[src/rtl/pc_seq_pkg.sv]
// Shared encodings for the fetch PC sequencer: FSM states, jump/branch-op codes
// shared with decode control, and branch target helpers.
package pc_seq_pkg;

  typedef enum logic {RUN = 1'b0, RESOLVE = 1'b1} state_t;

  localparam logic [1:0] JMP_NONE = 2'b00;
  localparam logic [1:0] JMP_J    = 2'b01;
  localparam logic [1:0] JMP_JR   = 2'b10;

  localparam logic [2:0] BOP_NONE = 3'b000;
  localparam logic [2:0] BOP_BEQ  = 3'b001;
  localparam logic [2:0] BOP_BNE  = 3'b010;
  localparam logic [2:0] BOP_BLEZ = 3'b011;
  localparam logic [2:0] BOP_BGTZ = 3'b100;
  localparam logic [2:0] BOP_BLTZ = 3'b101;
  localparam logic [2:0] BOP_BGEZ = 3'b110;

  function automatic logic bop_valid(input logic [2:0] bop);
    return (bop != BOP_NONE) && (bop != 3'b111);
  endfunction

  // Word offset is sign-extended before the shift so negative offsets stay negative.
  function automatic logic [31:0] br_off(input logic [15:0] imm);
    return {{14{imm[15]}}, imm, 2'b00};
  endfunction

  function automatic logic [31:0] br_target(input logic [31:0] dpc4, input logic [31:0] off);
    return dpc4 + off;
  endfunction

endpackage

[src/rtl/pc_seq_if.sv]
// Decode-control / imem handshake bundle between decode and the fetch PC sequencer.
interface pc_seq_if;
  logic        i_pc_dvalid;
  logic [1:0]  i_pc_jump;
  logic [2:0]  i_pc_bop;
  logic        i_pc_ifstall;
  logic [31:0] i_pc_dpc4;
  logic [31:0] i_pc_rs;
  logic [31:0] i_pc_rt;
  logic [15:0] i_pc_imm;
  logic [25:0] i_pc_index;
  logic        i_pc_hold;
  logic        i_pc_imem_ack;
  logic        o_pc_req;
  logic [31:0] o_pc_addr;
  logic [31:0] o_pc_fpc4;
  logic        o_pc_flush;
  logic        o_pc_busy;

  modport master (
    output i_pc_dvalid, i_pc_jump, i_pc_bop, i_pc_ifstall, i_pc_dpc4, i_pc_rs, i_pc_rt,
           i_pc_imm, i_pc_index, i_pc_hold, i_pc_imem_ack,
    input  o_pc_req, o_pc_addr, o_pc_fpc4, o_pc_flush, o_pc_busy
  );

  modport slave (
    input  i_pc_dvalid, i_pc_jump, i_pc_bop, i_pc_ifstall, i_pc_dpc4, i_pc_rs, i_pc_rt,
           i_pc_imm, i_pc_index, i_pc_hold, i_pc_imem_ack,
    output o_pc_req, o_pc_addr, o_pc_fpc4, o_pc_flush, o_pc_busy
  );
endinterface

[src/rtl/pc_branch_cmp.sv]
// Conditional branch evaluator: (bop, rs, rt) -> taken. Zero compares look at rs only.
module pc_branch_cmp
  import pc_seq_pkg::*;
(
  input  logic [2:0]  bop,
  input  logic [31:0] rs,
  input  logic [31:0] rt,
  output logic        taken
);

  logic rs_neg, rs_zero;

  assign rs_neg  = rs[31];
  assign rs_zero = (rs == 32'd0);

  always_comb begin
    taken = 1'b0;
    case (bop)
      BOP_BEQ:  taken = (rs == rt);
      BOP_BNE:  taken = (rs != rt);
      BOP_BLEZ: taken = rs_neg | rs_zero;
      BOP_BGTZ: taken = ~rs_neg & ~rs_zero;
      BOP_BLTZ: taken = rs_neg;
      BOP_BGEZ: taken = ~rs_neg;
      default:  taken = 1'b0;
    endcase
  end

endmodule

[src/rtl/f_pc_sequencer.sv]
// Fetch-stage PC sequencer: owns the fetch PC, redirects on jumps, resolves branches
// one cycle after decode. Define PC_PREDICT_NT_EN to keep fetching through RESOLVE.
module f_pc_sequencer
  import pc_seq_pkg::*;
#(
  parameter logic [31:0] RESET_PC = 32'h0000_0000
) (
  input  logic       i_clk,
  input  logic       i_rst_n,
  pc_seq_if.slave    bus
);

  state_t      state;
  logic [31:0] pc, dpc4_q, off_q, jump_pc;
  logic [2:0]  bop_q;
  logic        dec, do_jump, do_bop, resolve, taken, req, flush, accept;

  // Decode control is only honoured in RUN; in RESOLVE the branch still owns decode.
  assign dec     = bus.i_pc_dvalid & ~bus.i_pc_hold & (state == RUN);
  assign do_jump = dec & ((bus.i_pc_jump == JMP_J) | (bus.i_pc_jump == JMP_JR));
  assign do_bop  = dec & ~do_jump & bop_valid(bus.i_pc_bop);
  assign resolve = (state == RESOLVE) & ~bus.i_pc_hold;
  assign jump_pc = (bus.i_pc_jump == JMP_J) ? {bus.i_pc_dpc4[31:28], bus.i_pc_index, 2'b00}
                                            : {bus.i_pc_rs[31:2], 2'b00};

  pc_branch_cmp u_cmp (
    .bop   (bop_q),
    .rs    (bus.i_pc_rs),
    .rt    (bus.i_pc_rt),
    .taken (taken)
  );

`ifdef PC_PREDICT_NT_EN
  assign req   = i_rst_n & ~bus.i_pc_hold;
  assign flush = i_rst_n & (do_jump | (resolve & taken));
`else
  assign req   = i_rst_n & (state == RUN) & ~bus.i_pc_hold & ~(bus.i_pc_dvalid & bus.i_pc_ifstall);
  assign flush = i_rst_n & do_jump;
`endif

  assign accept         = req & bus.i_pc_imem_ack;
  assign bus.o_pc_req   = req;
  assign bus.o_pc_flush = flush;
  assign bus.o_pc_addr  = pc;
  assign bus.o_pc_fpc4  = pc + 32'd4;
  assign bus.o_pc_busy  = (state == RESOLVE);

  always_ff @(posedge i_clk or negedge i_rst_n) begin
    if (!i_rst_n) begin
      state  <= RUN;
      pc     <= RESET_PC;
      dpc4_q <= 32'd0;
      off_q  <= 32'd0;
      bop_q  <= BOP_NONE;
    end else begin
      case (state)
        RUN: begin
          if (do_jump)     pc <= jump_pc;
          else if (accept) pc <= pc + 32'd4;
          if (do_bop) begin
            state  <= RESOLVE;
            dpc4_q <= bus.i_pc_dpc4;
            off_q  <= br_off(bus.i_pc_imm);
            bop_q  <= bus.i_pc_bop;
          end
        end
        RESOLVE: begin
          if (resolve) begin
            state <= RUN;
            if (taken) pc <= br_target(dpc4_q, off_q);
`ifdef PC_PREDICT_NT_EN
            else if (accept) pc <= pc + 32'd4;
`else
            else pc <= dpc4_q;
`endif
          end
        end
        default: state <= RUN;
      endcase
    end
  end

endmodule

[src/flat_wrapper.sv]
// flat-port wrapper written by rule: the top's interface ports become plain ports
module f_pc_sequencer_flat import pc_seq_pkg::*;
#(
  parameter logic [31:0] RESET_PC = 32'h0000_0000
)
  (i_clk, i_rst_n, bus_i_pc_dvalid, bus_i_pc_jump, bus_i_pc_bop, bus_i_pc_ifstall, bus_i_pc_dpc4, bus_i_pc_rs, bus_i_pc_rt, bus_i_pc_imm, bus_i_pc_index, bus_i_pc_hold, bus_i_pc_imem_ack, bus_o_pc_req, bus_o_pc_addr, bus_o_pc_fpc4, bus_o_pc_flush, bus_o_pc_busy);
  pc_seq_if bus_i ();
  input  logic i_clk;
  input  logic i_rst_n;
  input wire logic [$bits(bus_i.i_pc_dvalid)-1:0] bus_i_pc_dvalid;
  input wire logic [$bits(bus_i.i_pc_jump)-1:0] bus_i_pc_jump;
  input wire logic [$bits(bus_i.i_pc_bop)-1:0] bus_i_pc_bop;
  input wire logic [$bits(bus_i.i_pc_ifstall)-1:0] bus_i_pc_ifstall;
  input wire logic [$bits(bus_i.i_pc_dpc4)-1:0] bus_i_pc_dpc4;
  input wire logic [$bits(bus_i.i_pc_rs)-1:0] bus_i_pc_rs;
  input wire logic [$bits(bus_i.i_pc_rt)-1:0] bus_i_pc_rt;
  input wire logic [$bits(bus_i.i_pc_imm)-1:0] bus_i_pc_imm;
  input wire logic [$bits(bus_i.i_pc_index)-1:0] bus_i_pc_index;
  input wire logic [$bits(bus_i.i_pc_hold)-1:0] bus_i_pc_hold;
  input wire logic [$bits(bus_i.i_pc_imem_ack)-1:0] bus_i_pc_imem_ack;
  output wire logic [$bits(bus_i.o_pc_req)-1:0] bus_o_pc_req;
  output wire logic [$bits(bus_i.o_pc_addr)-1:0] bus_o_pc_addr;
  output wire logic [$bits(bus_i.o_pc_fpc4)-1:0] bus_o_pc_fpc4;
  output wire logic [$bits(bus_i.o_pc_flush)-1:0] bus_o_pc_flush;
  output wire logic [$bits(bus_i.o_pc_busy)-1:0] bus_o_pc_busy;
  assign bus_i.i_pc_dvalid = bus_i_pc_dvalid;
  assign bus_i.i_pc_jump = bus_i_pc_jump;
  assign bus_i.i_pc_bop = bus_i_pc_bop;
  assign bus_i.i_pc_ifstall = bus_i_pc_ifstall;
  assign bus_i.i_pc_dpc4 = bus_i_pc_dpc4;
  assign bus_i.i_pc_rs = bus_i_pc_rs;
  assign bus_i.i_pc_rt = bus_i_pc_rt;
  assign bus_i.i_pc_imm = bus_i_pc_imm;
  assign bus_i.i_pc_index = bus_i_pc_index;
  assign bus_i.i_pc_hold = bus_i_pc_hold;
  assign bus_i.i_pc_imem_ack = bus_i_pc_imem_ack;
  assign bus_o_pc_req = bus_i.o_pc_req;
  assign bus_o_pc_addr = bus_i.o_pc_addr;
  assign bus_o_pc_fpc4 = bus_i.o_pc_fpc4;
  assign bus_o_pc_flush = bus_i.o_pc_flush;
  assign bus_o_pc_busy = bus_i.o_pc_busy;
  f_pc_sequencer #(.RESET_PC(RESET_PC)) u_core (.i_clk(i_clk), .i_rst_n(i_rst_n), .bus(bus_i));
endmodule
[config.mk]
export PLATFORM = sky130hd
export DESIGN_NAME = f_pc_sequencer_flat
export DESIGN_NICKNAME = d
export VERILOG_FILES = /design/src/rtl/pc_seq_pkg.sv /design/src/rtl/pc_seq_if.sv /design/src/rtl/pc_branch_cmp.sv /design/src/rtl/f_pc_sequencer.sv /design/src/flat_wrapper.sv
export SDC_FILE = /design/constraint.sdc
export NUM_CORES = 1
export LEC_CHECK = 0
export BUFFER_PORTS_ARGS = -buffer_cell sky130_fd_sc_hd__buf_2
export CAP_MARGIN = 20
export CELL_PAD_IN_SITES_DETAIL_PLACEMENT = 1
export CELL_PAD_IN_SITES_GLOBAL_PLACEMENT = 2
export CORE_MARGIN = 2
export CORE_UTILIZATION = 31
export CTS_BUF_LIST = sky130_fd_sc_hd__clkbuf_16
export DETAILED_ROUTE_END_ITERATION = 7
export GPL_TIMING_DRIVEN = 0
export PLACE_DENSITY = 0.88
export SYNTH_ARGS = -nofsm -noshare
export SYNTH_HDL_FRONTEND = slang
export SYNTH_SLANG_ARGS = --single-unit
[constraint.sdc]
create_clock -name i_clk -period 3.8 [get_ports i_clk]
set_input_delay 1.14 -clock i_clk [delete_from_list [all_inputs] [get_ports i_clk]]
set_output_delay 1.14 -clock i_clk [all_outputs]
set_load 0.05 [all_outputs]
; ---- Yosys cells after proc, flatten, opt, wreduce, memory -nomap -nowiden
; Cells that the tools add are included.
[classes]
n_eq_ne = 13
n_reduce_logical = 5
n_bitwise = 21
mux = 10
add_sub_neg = 2
[op_table]
columns = op, count
row1 = $mux W32, 5
row2 = $pmux W32 S2, 1
row3 = $add A32 B3 Y32 const B, 1
row4 = $add A32 B32 Y32, 1
row5 = $eq A32 B32 Y1, 1
row6 = $logic_not A32 Y1, 1
row7 = $ne A32 B32 Y1, 1
row8 = $and A1 B1 Y1, 13
row9 = $eq A3 B3 Y1 const B, 3
row10 = $eq A3 B2 Y1 const B, 2
row11 = $not A1 Y1, 6
row12 = $pmux W1 S6, 1
row13 = $reduce_and A2 Y1, 2
row14 = $eq A3 B1 Y1 const B, 1
row15 = $ne A3 B1 Y1 const B, 1
row16 = $ne A3 B3 Y1 const B, 1
row17 = $reduce_bool A3 Y1, 1
row18 = $eq A2 B1 Y1 const B, 1
row19 = $eq A2 B2 Y1 const B, 1
row20 = $mux W1, 2
row21 = $ne A2 B2 Y1 const B, 1
row22 = $or A1 B1 Y1, 2
row23 = $pmux W1 S2, 1
row24 = $logic_and A1 B1 Y1, 1
[word_totals]
ff_bits = 84
out_inout_bits = 67

; ---- Logic depth before layout (Yosys ltp)
[depth]
ltp_word = 9
ltp_mapped = 11
depth_no_buf = 11

; ---- Cells and area by module
; From an unflattened synthesis, not the netlist that was laid out.
[hier_totals]
cells_unflattened = 801
area_unflattened_um2 = 7050.5
[by_module_without_submodules]
columns = mod, n_inst, area_per_inst_um2, cells_each, seq_area_each_um2
row1 = f_pc_sequencer, 1, 6566.3, 740, 2102.0
row2 = pc_branch_cmp, 1, 484.2, 61, 0.0

; ---- Worst setup path after synthesis
; No wires, ideal clock.
[synth_timing]
kind = register -> output
from = register u_core.pc[2], in the netlist u_core.bus.o_pc_addr[2]
to = output port bus_o_pc_fpc4[29]
n_path_buf = 0
path_stages_with_launch = 7
t_arrival_ns = 2.750
path_slack_ns = -0.090
required_ns = 2.660
path_cell_list = dfrtp_1 > and3_1 > nand3_1 > nor4_2 > and2_1 > nand3_1 > xnor2_1
[synth_via]
elab_chain_cells = 1
[synth_lines]
columns = element, line
row1 = from (decl), f_pc_sequencer.sv:14  ; logic [31:0] pc, dpc4_q, off_q, jump_pc;
row2 = from (signal assigned), f_pc_sequencer.sv:58  ; if (do_jump) pc <= jump_pc;
row3 = from (signal assigned), f_pc_sequencer.sv:59  ; else if (accept) pc <= pc + 32'd4;
row4 = from (signal assigned), f_pc_sequencer.sv:70  ; if (taken) pc <= br_target(dpc4_q, off_q);
row5 = $add A32 B3 Y32, f_pc_sequencer.sv:45  ; assign bus.o_pc_fpc4 = pc + 32'd4;
row6 = to (decl), flat_wrapper.sv:23  ; output wire logic [$bits(bus_i.o_pc_fpc4)-1:0] bus_o_pc_fpc4;
; No other way between the ends.

; ---- Final worst setup path
[layout_timing]
from = register u_core.pc[3], in the netlist u_core.bus.o_pc_addr[3]
to = output port bus_o_pc_fpc4[22]
; Same word-level chain as after synthesis.

==> flow_metrics.py <==
metrics = {
    "floorplan": {
        "die_area_um2": 23200,
        "std_cell_rows": 54,
        "die_x_um": 152,
        "core_area_um2": 21800,
        "ios": 216,
        "die_y_um": 152,
        "start_util_pct": 31.4,
    },
    "cts": {
        "cts_buffers": 9,
        "cts_tree": "built",
        "clock-root-buffer": "clkbuf_16",
        "clock-sinks": 84,
        "htree_levels": 3,
        "clkTransAtPathRegs_ns": 0.07,
        "clock_latency_ns": 0.36,
        "cts_hold_buf": 0,
        "clockBufferDepth": 2,
    },
    "critical_path": {
        "crit_path_top_delay_cell": "dfrtp_1",
        "crit_type": "flop to output pin",
        "slowest_delay_ns": 0.45,
        "cp_max_fo": 5,
        "worstPathCellList": "ha_1 -> nand4_1 -> nor4_4 -> buf_4 -> nand2_1 -> xnor2_1 -> clkbuf_4",
        "worstPathRequired_ns": 2.66,
        "startpoint": "u_core.bus.o_pc_addr[3]",
        "cp_num_buf_inv": 2,
        "cp_top_family": "simple AND/OR/NAND/NOR gates",
        "cp-end-kind": "output pin",
        "startpoint_type": "flop",
        "timing.rr.start": "u_core.dpc4_q[2]",
        "worstPathArrival_ns": 2.56,
    },
    "timing": {
        "slew-limit-headroom_pct": 40.8,
        "worst_pin_slew_ns": 0.885,
        "period_share_pct": 97.5,
        "setup_viol": 0,
        "hold_violations": 0,
        "fin_ws_ns": 0.0957,
        "rsz0062_at_grt": "no",
        "skew_ns": 0.00511,
        "max_freq_ghz": 0.270,
        "fin_crit_ns": 3.70,
        "maxSlewViolCount": 0,
    },
    "synth": {
        "synth_top_flop_cell": "dfrtp_1",
        "netlist_area_um2": 6830,
        "yosysTopAreaCell": "dfrtp_1",
        "ys_types": 66,
        "netlist_instances": 754,
        "synth_warnings": 0,
        "synth_edf_count": 0,
        "yosysTopAreaCellShare_pct": 30.8,
        "synth_nets": 935,
        "avgSynthCellArea_um2": 9.06,
        "synth-seq-cells": 84,
        "synthTopCellsByArea": "dfrtp_1 (31%), mux2_2 (8.6%), xor2_1 (6.8%)",
        "async_flop_share_pct": 100,
        "seq_area_frac_synth_pct": 30.8,
    },
    "global_routing": {
        "grt_max_degree": 57,
        "grt_pass1_vias": 7358,
        "grt_pass1_wl_mm": 44.3,
        "grt_use_met1_pct": 31.0,
        "top_usage_layer": "met2",
        "overflow": 0,
        "antenna_found_initial": 2,
        "track_usage_pct": 24.6,
        "grt_util_met3_pct": 5.86,
        "use_met2_pct": 40.7,
    },
    "layout": {
        "final_common_cell": "buf_2",
        "syn2layout_area_growth_pct": 28.5,
        "post-route-util_pct": 40.3,
        "drive_gt1_share_pct": 33.9,
        "n_fill_cell": 2616,
        "layout_common_cells": "buf_2 (209), dfrtp_1 (81), nand2_1 (60)",
        "final_nets": 1162,
    },
    "detailed_routing": {
        "drt_first_pass_iters": 5,
        "wirelength_mm": 29.1,
        "vias": 7053,
        "ant_nets": 0,
        "wl_per_cell_um": 22.9,
        "drt_iter0_markers": 417,
        "viasPerCell": 5.57,
        "drc_errors": 0,
    },
    "pwr": {
        "p_leak_nw": 4.10,
        "p_total_mw": 7.49,
        "ir_drop_mv": 0.319,
        "power.density_nw_per_um2": 853,
    },
    "worst_hold_path": {
        "hold_class": "flop to flop",
        "worstHoldStart": "u_core.dpc4_q[0]",
    },
    "status": {
        "status": "finished, final reports clean",
    },
    "place": {
        "hpwl_mm": 23.6,
        "post-place-ws_ns": -0.644,
        "io_buffers": 215,
        "gp_congestion": 0.866,
    },
    "run": {
        "cap_viol_max_count": 0,
    },
}
-- sequential cells by signal, indices dropped and copies added (netlist names) --
| register | count |
|---|---|
| u_core.dpc4_q | 32 |
| u_core.bop_q | 3 |
| u_core.bus.o_pc_addr | 32 |
| u_core.bus.o_pc_busy | 1 |
| u_core.off_q | 16 |
-- what timing repair did --
item	CTS	global route
resized for setup	16	16
hold endpoints to repair	0	0
buffers inserted	1	1
pin swaps	2	1
setup endpoints to repair	13	21
-- kinds of logic (layout without fill, tap and decap cells) --
kind of cell	count (synthesis)	after routing	synth area share (%)
compound gates	210	210	20.1
simple gates	210	210	15.1
mux	90	90	14.1
flops	84	84	30.8
xor+xnor	83	83	10.6
buf+inv	45	277	3.32
fa+ha+maj	32	32	5.97
other cells	0	1	0
-- path summary, 6_finish.rpt --
path / depth (start not counted) / slack (ns) / end
max in group asynchronous: 2 / 2.53 / u_core.dpc4_q[16]
min reg2reg: 1 / 0.50 / u_core.bus.o_pc_addr[0]
max: 7 / 0.1 / bus_o_pc_fpc4[22]
max reg2reg: 11 / 0.40 / u_core.bus.o_pc_addr[20]
min in group asynchronous: 1 / 0.67 / u_core.bop_q[0]
min: 1 / 0.50 / u_core.bus.o_pc_addr[0]
-- through the flow --
stage                     cells  cell area (um2)  hold WS, ns  TNS [ns]
final                      1267             8780        0.501         0
after global routing       1267             8780        0.534         0
after CTS                  1266             8730        0.506         0
after detailed placement   1250             8330        0.499     -2.65
after global placement     1249             8300        0.478    -24.27
after floorplan             754             6880        0.467         0
-- cell type report --
class | count | area [um2] | area share [%]
Clock buffer | 9 | 225 | 2.57
Buffer | 34 | 200 | 2.28
Inverter | 9 | 33.8 | 0.385
Sequential cell | 84 | 2110 | 24.0
Timing Repair Buffer | 218 | 1140 | 13.0
Tap cell | 280 | 350 | 3.99
Antenna cell | 1 | 2.50 | 0.0285
Multi-Input combinational cell | 625 | 4610 | 52.6
Clock inverter | 7 | 105 | 1.20
-- synthesized netlist by cell type (3+ instances only) --
library cell,n
mux2_2,52
a21o_1,25
o21ai_1,22
o211ai_1,5
nand4_1,14
buf_6,4
clkbuf_1,24
inv_1,9
xor2_1,53
and3_1,10
ha_1,31
xnor2_1,30
o311ai_1,3
nor4_1,17
o21bai_1,3
o31ai_1,3
buf_4,4
o221ai_1,7
nor3_1,15
a21boi_0,3
o22ai_1,4
dfrtp_1,84
nor3b_1,3
a22o_1,4
and2_1,4
o21a_1,5
o21ai_0,31
a21oi_1,54
nor2b_1,5
a211oi_1,14
nand2_1,61
nand3_1,18
nor2_1,48
a31oi_1,6
mux2i_1,38
and3_2,4
-- report_power, final --
group / switching [mW] / internal [mW]
clock network: 0.422 / 0.588
registers: 0.492 / 1.23
logic: 3.15 / 1.60
total: 4.07 / 3.42
-- layer usage --
layer	routed length, um	up-vias	part of all wire, %
li1	-	3254	-
met1	12500	3452	43
met2	13600	286	47
met3	1930	59	6.6
met4	1070	2	3.7
met5	11	-	0.038
(Power assumes the default switching activity.)
